File: config.mk
export PLATFORM = sky130hd
export DESIGN_NAME = tx_command_sequencer
export DESIGN_NICKNAME = d
export VERILOG_FILES = /design/src/rtl/tx_command_sequencer.sv
export SDC_FILE = /design/constraint.sdc
export NUM_CORES = 1
export LEC_CHECK = 0
export CORE_MARGIN = 5
export CORE_UTILIZATION = 40
export DETAILED_ROUTE_END_ITERATION = 10
export GPL_TIMING_DRIVEN = 1
export PLACE_DENSITY = 0.72
export SKIP_LAST_GASP = 1
export SLEW_MARGIN = 10
export SYNTH_ARGS = -nofsm -noshare
export SYNTH_HDL_FRONTEND = slang
export SYNTH_SLANG_ARGS = --single-unit
File: constraint.sdc
create_clock -name clk -period 3.1 [get_ports clk]
set_input_delay 0.465 -clock clk [delete_from_list [all_inputs] [get_ports clk]]
set_output_delay 0.465 -clock clk [all_outputs]
set_load 0.02 [all_outputs]
File: src/rtl/tx_command_sequencer.sv
`default_nettype none
// ============================================================================
// Module      : tx_command_sequencer
// Description : Takes one pending command from the TX control register,
//               validates it, waits for the USB transmitter to be idle,
//               issues a one-cycle transmit request, then tracks the
//               transfer through to completion. Reports a sticky error
//               for rejected commands, start timeouts and transmitter errors.
// Revision    : 1.0 - initial release
// ============================================================================
module tx_command_sequencer #(
    parameter logic [9:0] TIMEOUT_CYCLES = 10'd1000
) (
    input  logic       clk,
    input  logic       n_rst,
    input  logic       cmd_valid,
    input  logic [2:0] cmd,
    input  logic [6:0] buffer_occupancy,
    input  logic       tx_transfer_active,
    input  logic       tx_error,
    output logic [1:0] tx_packet,
    output logic       tx_start,
    output logic       cmd_clear,
    output logic       busy,
    output logic       done,
    output logic       err
);

    // ------------------------------------------------------------------------
    // State encoding
    // ------------------------------------------------------------------------
    localparam logic [2:0] c_IDLE        = 3'd0;
    localparam logic [2:0] c_WAIT_IDLE   = 3'd1;
    localparam logic [2:0] c_START       = 3'd2;
    localparam logic [2:0] c_WAIT_ACTIVE = 3'd3;
    localparam logic [2:0] c_ACTIVE      = 3'd4;
    localparam logic [2:0] c_DONE        = 3'd5;

    // Command codes as seen in the TX control register
    localparam logic [2:0] c_CMD_DATA  = 3'd1;
    localparam logic [2:0] c_CMD_ACK   = 3'd2;
    localparam logic [2:0] c_CMD_NAK   = 3'd3;
    localparam logic [2:0] c_CMD_STALL = 3'd4;

    // Timer bounds: the timeout fires on the last permitted waiting cycle
    localparam logic [9:0] c_TIMER_MAX    = 10'h3FF;
    localparam logic [9:0] c_TIMEOUT_LAST = TIMEOUT_CYCLES - 10'd1;

    // ------------------------------------------------------------------------
    // Registers and decode wires
    // ------------------------------------------------------------------------
    logic [2:0] r_state;
    logic [2:0] w_next_state;
    logic [9:0] r_timer;
    logic [2:0] r_cmd;
    logic       r_err;
    logic       r_cmd_clear;

    logic       w_cmd_legal;
    logic       w_idle_req;
    logic       w_accept;
    logic       w_reject;
    logic       w_timeout;
    logic       w_tx_fault;
    logic [1:0] w_pkt_code;

    // A DATA command with nothing buffered cannot be sent, so it is rejected
    // alongside the out-of-range codes.
    assign w_cmd_legal = (cmd >= c_CMD_DATA) && (cmd <= c_CMD_STALL) &&
                         !((cmd == c_CMD_DATA) && (buffer_occupancy == 7'd0));

    // Only IDLE looks at the register; requests while busy are ignored.
    assign w_idle_req = (r_state == c_IDLE) && cmd_valid;
    assign w_accept   = w_idle_req && w_cmd_legal;
    assign w_reject   = w_idle_req && !w_cmd_legal;

    // Transmitter never went active within the allowed window.
    assign w_timeout  = (r_state == c_WAIT_ACTIVE) && !tx_transfer_active &&
                        (r_timer == c_TIMEOUT_LAST);

    // Transmitter errors only count once our packet has been requested.
    assign w_tx_fault = tx_error &&
                        ((r_state == c_WAIT_ACTIVE) || (r_state == c_ACTIVE));

    // ------------------------------------------------------------------------
    // State register
    // ------------------------------------------------------------------------
    always_ff @(posedge clk or negedge n_rst) begin
        if (!n_rst) begin
            r_state <= c_IDLE;
        end else begin
            r_state <= w_next_state;
        end
    end

    // ------------------------------------------------------------------------
    // Next-state decode
    // ------------------------------------------------------------------------
    always_comb begin
        w_next_state = r_state;
        case (r_state)
            c_IDLE: begin
                if (w_accept) begin
                    w_next_state = tx_transfer_active ? c_WAIT_IDLE : c_START;
                end else if (w_reject) begin
                    w_next_state = c_DONE;
                end
            end
            c_WAIT_IDLE: begin
                if (!tx_transfer_active) begin
                    w_next_state = c_START;
                end
            end
            c_START: begin
                w_next_state = c_WAIT_ACTIVE;
            end
            c_WAIT_ACTIVE: begin
                if (tx_transfer_active) begin
                    w_next_state = c_ACTIVE;
                end else if (w_timeout) begin
                    w_next_state = c_DONE;
                end
            end
            c_ACTIVE: begin
                // An error on the falling edge of active still ends here;
                // the error flag is picked up by the status register.
                if (!tx_transfer_active) begin
                    w_next_state = c_DONE;
                end
            end
            c_DONE: begin
                w_next_state = c_IDLE;
            end
            default: begin
                w_next_state = c_IDLE;
            end
        endcase
    end

    // ------------------------------------------------------------------------
    // Start-timeout timer: cleared in START, counts while waiting, saturates
    // ------------------------------------------------------------------------
    always_ff @(posedge clk or negedge n_rst) begin
        if (!n_rst) begin
            r_timer <= 10'd0;
        end else if (r_state == c_START) begin
            r_timer <= 10'd0;
        end else if ((r_state == c_WAIT_ACTIVE) && !tx_transfer_active &&
                     (r_timer != c_TIMER_MAX)) begin
            r_timer <= r_timer + 10'd1;
        end
    end

    // ------------------------------------------------------------------------
    // Latched command, captured on accept only
    // ------------------------------------------------------------------------
    always_ff @(posedge clk or negedge n_rst) begin
        if (!n_rst) begin
            r_cmd <= 3'd0;
        end else if (w_accept) begin
            r_cmd <= cmd;
        end
    end

    // ------------------------------------------------------------------------
    // Sticky error status: cleared by a new accepted command
    // ------------------------------------------------------------------------
    always_ff @(posedge clk or negedge n_rst) begin
        if (!n_rst) begin
            r_err <= 1'b0;
        end else if (w_accept) begin
            r_err <= 1'b0;
        end else if (w_reject || w_timeout || w_tx_fault) begin
            r_err <= 1'b1;
        end
    end

    // ------------------------------------------------------------------------
    // Register-clear pulse for the cycle after any accept or reject
    // ------------------------------------------------------------------------
    always_ff @(posedge clk or negedge n_rst) begin
        if (!n_rst) begin
            r_cmd_clear <= 1'b0;
        end else begin
            r_cmd_clear <= w_idle_req;
        end
    end

    // ------------------------------------------------------------------------
    // Map latched command code to the transmitter packet type
    // ------------------------------------------------------------------------
    always_comb begin
        w_pkt_code = 2'd0;
        case (r_cmd)
            c_CMD_DATA:  w_pkt_code = 2'd0;
            c_CMD_ACK:   w_pkt_code = 2'd1;
            c_CMD_NAK:   w_pkt_code = 2'd2;
            c_CMD_STALL: w_pkt_code = 2'd3;
            default:     w_pkt_code = 2'd0;
        endcase
    end

    // ------------------------------------------------------------------------
    // Moore output decode from state and latched command
    // ------------------------------------------------------------------------
    always_comb begin
        tx_start  = (r_state == c_START);
        tx_packet = (r_state == c_START) ? w_pkt_code : 2'd0;
        busy      = (r_state != c_IDLE);
        done      = (r_state == c_DONE);
        cmd_clear = r_cmd_clear;
        err       = r_err;
    end

endmodule
`default_nettype wire

==> impl_metrics.json, run 1 <==
{
  "diodes": 0,
  "crit_path_start_kind": "flip-flop",
  "end_kind": "primary output",
  "dpl-instance-area_sq_um": 1320,
  "ys_seq_elements": 18,
  "antenna_left": 0,
  "cap_violations": 0,
  "irDropWorstVdd_mv": 0.527,
  "report.final.slew_viol_count": 0,
  "crit_type": "reg -> out",
  "num-fill-cells": 268,
  "final-hold-violation-count": 0,
  "htreeDepth": 1,
  "post-route-cell-area_sq_um": 1350,
  "cts_tree": "done",
  "core.rowCount": 19,
  "leakagePower_nw": 0.557,
  "synth_cells": 116,
  "post-cts-setup-buffers": 0,
  "num_io_pins": 22,
  "setup_tns_ns": 0,
  "clock_sinks": 18,
  "place_ws_ns": 0.645,
  "synth-seq-area-share": 0.413,
  "rsz0062_at_grt": "no",
  "first_global_vias": 1035,
  "min_path_type": "reg -> reg",
  "clock_latency_ns": 0.29,
  "coreArea_sq_um": 2690,
  "yosysTopAreaCellShare": 0.413,
  "area_growth_pct": 24.0,
  "grt_antenna_before_repair": 0,
  "cts-hold-fix-buffers": 0,
  "worstPathArrival_ns": 2.31,
  "worst_slack_ns": 0.327,
  "synth_nets": 132,
  "synth-main-ff-cell": "dfrtp_1",
  "fin_nets": 153,
  "synth_warnings": 0,
  "cts_repair_resize_count": 0,
  "final_common_cell": "clkdlybuf4s50_1",
  "gp_congestion": 0.812,
  "wl_per_cell_um": 14.1,
  "drive_gt1_frac": 0.0882,
  "grt_max_degree": 19,
  "grt_overflow": 0,
  "skew_ns": 0.00131,
  "clockBufferDepth": 2,
  "max_clock_freq_mhz": 361,
  "dr.first_iter.drc_count": 30,
  "period_needed_ns": 2.77,
  "yosysTopAreaCell": "dfrtp_1",
  "syn_area_sq_um": 1090,
  "synth_edf_count": 0,
  "grt_pass1_wl_mm": 4.24,
  "drt-total-wl_mm": 2.36,
  "fin_crit_sh": 0.895,
  "cts_buffers": 3,
  "slew_headroom": 0.445,
  "required_ns": 2.63,
  "crit_path_max_fanout": 12,
  "vias_per_cell": 5.76,
  "status": "finished, final reports clean",
  "firstDrtPassIters": 4,
  "synth.avg_cell_area_sq_um": 9.39,
  "root_buffer": "clkbuf_4",
  "chipWidth_um": 62.2,
  "vias": 962,
  "io_buffers": 21,
  "synth_cell_types": 46,
  "grtUsageTotal": 0.130,
  "hpwlAfterDp_mm": 1.77,
  "die_h_um": 62.2,
  "setup_violations": 0,
  "synth_area_leaders": "dfrtp_1 41%, nor2_1 3.8%, mux2i_1 2.8%",
  "design.die.area_sq_um": 3870,
  "clkTransAtPathRegs_ns": 0.11,
  "synthArstFlopShare": 1.00,
  "drcViolationCount": 0,
  "layout.cells.most_common_list": "21 x clkdlybuf4s50_1, 18 x dfrtp_1, 11 x nor2_1",
  "max_slew.worst_pin.slew_ns": 0.830,
  "power.density_nw_per_um2": 640,
  "initial_core_util": 0.406
}
## routing by layer
metal / GRT usage / wire [um]
met1: 0.156 / 1080
met2: 0.232 / 1140
met3: 0.0396 / 126
met4: 0.0163 / 10
met5: 0 / 0
## sequential cells by signal, indices dropped and copies added (netlist names)
register and flops:
cmd_clear 1, r_cmd 3, r_state 3, err 1, r_timer 10
## Yosys cell counts (2+ instances only)
| cell | count |
|---|---|
| and3_1 | 4 |
| nand4_1 | 2 |
| o31ai_1 | 2 |
| mux2_2 | 2 |
| nand2b_1 | 3 |
| o21ai_0 | 4 |
| nor3_1 | 3 |
| xnor2_1 | 3 |
| dfrtp_1 | 18 |
| o2bb2ai_1 | 2 |
| mux2i_1 | 3 |
| a31oi_1 | 2 |
| inv_1 | 3 |
| nand2_1 | 8 |
| and2_1 | 2 |
| nor4_1 | 2 |
| or4_1 | 2 |
| buf_2 | 4 |
| nor2_1 | 11 |
| or3b_2 | 2 |
| a21oi_1 | 5 |
| nand3_1 | 5 |
## worst paths after layout
check | from | to | slack, ns | cells past startpoint
max in group asynchronous | n_rst | r_state[2] | 1.96 | 1
hold / removal | r_timer[0] | r_timer[0] | 0.52 | 1
min in group asynchronous | n_rst | r_timer[6] | 0.64 | 1
setup reg to reg | r_timer[0] | r_timer[1] | 1.32 | 5
setup / recovery | r_state[1] | tx_start | 0.33 | 3
hold reg to reg | r_timer[0] | r_timer[0] | 0.52 | 1
## where the power goes
group	total [W]	internal [W]	leakage, nW	switching (W)
logic	0.000344	0.000184	0.300	0.000160
registers	0.000371	0.000289	0.236	0.0000821
clock network	0.000149	0.0000716	0.0210	0.0000775
total	0.000864	0.000544	0.557	0.000320
## stage by stage
step | hold slack, ns | util | total power (W) | std cells
after floorplan | 0.169 | - | 0.000610 | 116
after global placement | 0.509 | 0.490 | 0.000709 | 163
after detailed placement | 0.517 | 0.490 | 0.000723 | 163
after CTS | 0.530 | 0.503 | 0.000875 | 167
after global routing | 0.551 | 0.503 | 0.000929 | 167
final | 0.523 | 0.503 | 0.000864 | 167
## worst max-delay path, cell delays in order, from the launching register on
cell	delay, ns
dfrtp_1	0.55
or3b_2	0.59
inv_1	0.23
clkdlybuf4s50_1	0.64
## cell families (layout without fill, tap and decap cells)
| family | Yosys count | in the layout | synth area share |
|---|---|---|---|
| simple gates | 51 | 51 | 0.269 |
| mux | 5 | 5 | 0.0482 |
| flops | 18 | 18 | 0.413 |
| compound gates | 29 | 29 | 0.199 |
| buf+inv | 9 | 29 | 0.0356 |
| xor+xnor | 3 | 3 | 0.0241 |
| fa+ha+maj | 1 | 1 | 0.0115 |
## layout make-up
cell class	instances	area, sq um	area share
multi-input cells	89	601	0.444
inverters	4	15.0	0.0111
well taps	31	38.8	0.0287
clock buffers	4	36.3	0.0269
flip-flops and latches	18	450	0.333
repair buffers	21	210	0.156
(Power assumes the default switching activity.)
==> run 2: changes to the inputs <==
- PLACE_DENSITY: 0.72 -> 0.67
==> run 2 against run 1 <==
Net effect: register-to-register slack worse by 0.03 ns; critical path type unchanged; largest power group unchanged; wire length up 2.4%; total power up 0.11%; critical path depth unchanged; sequential power about the same; hold slack better by 0.0097 ns; non-clock buffer count unchanged.
==> impl_metrics.json, run 2 (synthesized netlist as in run 1, its figures left out) <==
{
  "clkTransAtPathRegs_ns": 0.11,
  "grt_pass1_wl_mm": 4.22,
  "grt_antenna_before_repair": 0,
  "dr.first_iter.drc_count": 42,
  "utilization": 0.503,
  "required_ns": 2.63,
  "r2r_start": "r_timer[0]",
  "setup_violations": 0,
  "top_regs": "r_timer x10, r_cmd x3, r_state x3",
  "report.final.slew_viol_count": 0,
  "grt_max_degree": 19,
  "r2r_slack_ns": 1.29,
  "final-hold-violation-count": 0,
  "worstRegToRegCells": 5,
  "cts_tree": "done",
  "crit_type": "reg -> out",
  "max_slew.worst_pin.slew_ns": 0.833,
  "cts_buffers": 3,
  "cts_repair_resize_count": 0,
  "hpwlAfterDp_mm": 1.83,
  "setup_tns_ns": 0,
  "slowest_delay_ns": 0.65,
  "worstReg2RegEnd": "r_timer[1]",
  "wl_per_cell_um": 14.4,
  "largest_reg_flops": 10,
  "first_global_vias": 997,
  "crit_path_start_kind": "flip-flop",
  "clockBufferDepth": 2,
  "hold_end": "r_timer[0]",
  "chipWidth_um": 62.2,
  "crit_path_max_fanout": 12,
  "clock_latency_ns": 0.30,
  "num_io_pins": 22,
  "drcViolationCount": 0,
  "antenna_left": 0,
  "skew_ns": 0.00290,
  "vias_per_cell": 5.99,
  "cap_violations": 0,
  "drive_gt1_frac": 0.0882,
  "area_growth_pct": 24.0,
  "root_buffer": "clkbuf_4",
  "io_buffers": 21,
  "grtUsageTotal": 0.126,
  "fin_crit_sh": 0.896,
  "max_clock_freq_mhz": 360,
  "end_kind": "primary output",
  "initial_core_util": 0.406,
  "core.rowCount": 19,
  "min_from": "r_timer[0]",
  "drt-total-wl_mm": 2.41,
  "num-fill-cells": 252,
  "cts-hold-fix-buffers": 0,
  "vias": 1000,
  "slowest_stage": "clkdlybuf4s50_1",
  "htreeDepth": 1,
  "fin_hold_ws_ns": 0.532,
  "slew_headroom": 0.443,
  "max_flop_register": "r_timer",
  "leakagePower_nw": 0.557,
  "clock_sinks": 18,
  "power.density_nw_per_um2": 640,
  "fin_nets": 153,
  "grt_overflow": 0,
  "diodes": 0,
  "layout.cells.most_common_list": "21 x clkdlybuf4s50_1, 18 x dfrtp_1, 11 x nor2_1",
  "worstPathArrival_ns": 2.31,
  "post-cts-setup-buffers": 0,
  "rsz0062_at_grt": "no",
  "worstPathCellList": "or3b_2 > inv_1 > clkdlybuf4s50_1",
  "gp_congestion": 0.796,
  "coreArea_sq_um": 2690,
  "min_path_type": "reg -> reg",
  "die_h_um": 62.2,
  "design.die.area_sq_um": 3870,
  "status": "finished, final reports clean",
  "period_needed_ns": 2.78,
  "firstDrtPassIters": 4,
  "final_common_cell": "clkdlybuf4s50_1",
  "holdPathStages": 1,
  "irDropWorstVdd_mv": 0.530
}
run 2: cell counts in the layout (fill, tap and decap cells not counted):
Identical to the previous run, type by type.
run 2: worst max-delay path: cells and delay by family, from the launching register on:
kind	cells	cell delay, ns
AND/OR/NAND/NOR	1	0.58
buffers and inverters	2	0.88
flip-flops	1	0.56
run 2: how the worst max path moves through the flow:
stage | from | to | slack, ns | cells past startpoint
floorplan | r_state[0] | tx_packet[0] | 1.00 | 4
global placement | r_state[1] | tx_start | 0.73 | 3
detailed placement | r_state[1] | tx_start | 0.67 | 3
CTS | r_state[1] | tx_start | 0.32 | 3
global route | r_state[1] | tx_packet[0] | 0.25 | 3
finish | r_state[1] | tx_start | 0.32 | 3
run 2: power breakdown:
group	switching, W	internal, W	leakage [nW]
Combinational	0.000159	0.000184	0.300
Clock	0.0000767	0.0000717	0.0210
Sequential	0.0000846	0.000289	0.236
run 2: layout make-up:
type | count | area, sq um | area share
repair buffers | 21 | 210 | 0.156
multi-input cells | 89 | 601 | 0.444
inverters | 4 | 15.0 | 0.0111
flip-flops and latches | 18 | 450 | 0.333
well taps | 31 | 38.8 | 0.0287
clock buffers | 4 | 36.3 | 0.0269
run 2: routing by layer:
| metal | up-vias | global-route usage | wire, um |
|---|---|---|---|
| met5 | - | 0 | 0 |
| met4 | 0 | 0.0136 | 0 |
| met2 | 37 | 0.223 | 1210 |
| met3 | 0 | 0.0378 | 153 |
| li1 | 481 | - | - |
| met1 | 482 | 0.155 | 1050 |
run 2: stage by stage:
stage,total power (W),setup slack (ns),instances,instance area [sq um]
after floorplan,0.000610,1.00,116,1090
after global placement,0.000709,0.730,163,1320
after detailed placement,0.000721,0.672,163,1320
after CTS,0.000871,0.323,167,1350
after global routing,0.000925,0.249,167,1350
final,0.000865,0.322,167,1350
==> run 3: changes to the inputs <==
- ABC_AREA: default -> 1
- PLACE_DENSITY: 0.67 -> 0.66
==> run 3 against run 2 <==
Net effect: synthesized cell count is 39% higher; maximum frequency is 13% higher; cell count increased by 29%; sequential share of layout area decreased by 1.1 points; clock skew up 0.0073 ns; setup slack better by 0.32 ns; core utilization grew 0.82 points; non-clock buffer count is the same; wire length grew 4.0%; via count up 9.0%; first-iteration DRC count grew 36%; critical path type unchanged; largest cell class unchanged; highest routed layer is now met4.
==> impl_metrics.json, run 3 <==
{
  "power.density_nw_per_um2": 655,
  "grt_antenna_before_repair": 0,
  "synth_cell_types": 24,
  "synth-seq-area-share": 0.398,
  "coreArea_sq_um": 2730,
  "top_regs": "r_timer x10, r_cmd x3, r_state x3",
  "dp.cells": 212,
  "worstPathCellList": "nor3_2 > inv_2 > a21oi_1 > clkdlybuf4s50_1",
  "grt_overflow": 0,
  "layout.cells.most_common_list": "46 x nand2_1, 21 x clkdlybuf4s50_1, 18 x dfrtp_1",
  "io_buffers": 21,
  "crit_cells": 4,
  "grtUsageTotal": 0.140,
  "synth_warnings": 0,
  "cts-hold-fix-buffers": 0,
  "initial_core_util": 0.414,
  "crit_path_start_kind": "flip-flop",
  "drive_gt1_frac": 0.109,
  "first_global_vias": 1117,
  "skew_ns": 0.0102,
  "synth_area_leaders": "dfrtp_1 40%, nand2_1 15%, nand3_1 7.1%",
  "min_path_type": "reg -> reg",
  "diodes": 0,
  "clock_sinks": 18,
  "wl_per_cell_um": 11.7,
  "synth_cells": 161,
  "cts_tree": "done",
  "fin_hold_ws_ns": 0.543,
  "cts_repair_resize_count": 0,
  "firstDrtPassIters": 4,
  "synth-main-ff-cell": "dfrtp_1",
  "place_ws_ns": 0.933,
  "clkTransAtPathRegs_ns": 0.11,
  "critPathBufInv": 2,
  "drt-total-wl_mm": 2.51,
  "synth.avg_cell_area_sq_um": 7.03,
  "worst_slack_ns": 0.637,
  "max_flop_register": "r_timer",
  "status": "finished, final reports clean",
  "dr.first_iter.drc_count": 57,
  "worstRegToRegCells": 9,
  "synthMostInstantiatedCell": "nand2_1",
  "largest_reg_flops": 10,
  "final-hold-violation-count": 0,
  "layoutNonFillerInstCount": 215,
  "vias": 1090,
  "required_ns": 2.63,
  "max_clock_freq_mhz": 406,
  "clock_latency_ns": 0.29,
  "crit_type": "reg -> out",
  "p_total_w": 0.000916,
  "num_io_pins": 22,
  "die_h_um": 63.2,
  "fin_crit_sh": 0.794,
  "synth_edf_count": 0,
  "grt_max_degree": 19,
  "holdPathStages": 2,
  "yosysTopAreaCell": "dfrtp_1",
  "rsz0062_at_grt": "no",
  "core.rowCount": 19,
  "drcViolationCount": 0,
  "irDropWorstVdd_mv": 0.505,
  "report.final.slew_viol_count": 0,
  "vias_per_cell": 5.07,
  "slowest_delay_ns": 0.61,
  "period_needed_ns": 2.46,
  "yosysTopAreaCellShare": 0.398,
  "worstPathArrival_ns": 2.00,
  "syn_area_sq_um": 1130,
  "critPathTopFamily": "buffers and inverters",
  "final_common_cell": "nand2_1",
  "post-cts-setup-buffers": 0,
  "fin_nets": 202,
  "cts_buffers": 3,
  "end_kind": "primary output",
  "clockBufferDepth": 2,
  "crit_path_max_fanout": 12,
  "synthArstFlopShare": 1.00,
  "leakagePower_nw": 0.640,
  "setup_tns_ns": 0,
  "design.die.area_sq_um": 3990,
  "antenna_left": 0,
  "ys_seq_elements": 18,
  "synth_nets": 177,
  "area_growth_pct": 23.6,
  "hpwlAfterDp_mm": 1.98,
  "netlist_top_cells_count": "46 x nand2_1, 18 x dfrtp_1, 17 x inv_1",
  "cap_violations": 0,
  "max_slew.worst_pin.slew_ns": 0.838,
  "slowest_stage": "clkdlybuf4s50_1",
  "gp_congestion": 0.936,
  "htreeDepth": 1,
  "root_buffer": "clkbuf_4",
  "chipWidth_um": 63.2,
  "slew_headroom": 0.439,
  "setup_violations": 0,
  "grt_pass1_wl_mm": 4.58
}
==> run 3: cell count changes in the layout (fill, tap and decap cells not counted), sizes merged, moves of 3 or more <==
| cell | change |
|---|---|
| nand2 | +42 |
| nor2 | +4 |
| inv | +18 |
| mux2i | -3 |
| nand2b | -3 |
| nand3 | +11 |
| o21ai | +8 |
| and3 | -4 |
| nor3 | +6 |
==> run 3: cell type report <==
cell class | count | area (sq um)
Fill cell | 269 | 1340
Timing Repair Buffer | 21 | 210
Multi-Input combinational cell | 120 | 593
Inverter | 22 | 82.6
Clock buffer | 3 | 22.5
Sequential cell | 18 | 450
Tap cell | 31 | 38.8
==> run 3: path summary, 6_finish.rpt <==
| kind | start | end | slack [ns] |
|---|---|---|---|
| max in group asynchronous | n_rst | r_state[1] | 1.93 |
| min reg2reg | r_cmd[2] | r_cmd[2] | 0.54 |
| max | r_state[0] | tx_packet[0] | 0.64 |
| min | r_cmd[2] | r_cmd[2] | 0.54 |
| max reg2reg | r_timer[0] | r_timer[7] | 1.58 |
| min in group asynchronous | n_rst | r_timer[8] | 0.64 |
==> run 3: worst register-to-register path: stages (launching register included) <==
cell	delay, ns
dfrtp_1	0.40
ha_1	0.24
nand3_1	0.14
nor2_4	0.15
nand2_1	0.07
nand2_2	0.10
nand2_2	0.11
inv_2	0.13
nand2_1	0.06
o21ai_1	0.07
==> run 3: layer usage <==
| metal | routed length (um) | global-route usage | part of all wire |
|---|---|---|---|
| met2 | 1170 | 0.236 | 0.46 |
| met4 | 19 | 0.0545 | 0.0076 |
| met3 | 107 | 0.0320 | 0.043 |
| met5 | 0 | 0 | 0 |
| met1 | 1220 | 0.172 | 0.49 |
==> run 3: power breakdown <==
part / switching [W] / internal (W) / total (W)
clock network: 0.0000729 / 0.0000452 / 0.000118
registers: 0.0000627 / 0.000300 / 0.000363
logic: 0.000265 / 0.000171 / 0.000435
==> run 3: stage by stage <==
step	cell area (sq um)	utilization
6_report	1400	0.511
5_1_grt	1400	0.511
4_1_cts	1400	0.511
3_5_place_dp	1380	0.503
3_3_place_gp	1380	0.503
2_1_floorplan	1130	-
==> run 3: cells by family (layout without fill, tap and decap cells) <==
logic type	Yosys count	count (layout)	synth area share
adder cells (fa/ha/maj)	1	1	0.0111
AND/OR/NAND/NOR	96	96	0.398
flip-flops	18	18	0.398
buffers and inverters	23	46	0.0774
AO/OA/AOI/OAI	20	20	0.0918
XOR/XNOR	3	3	0.0232
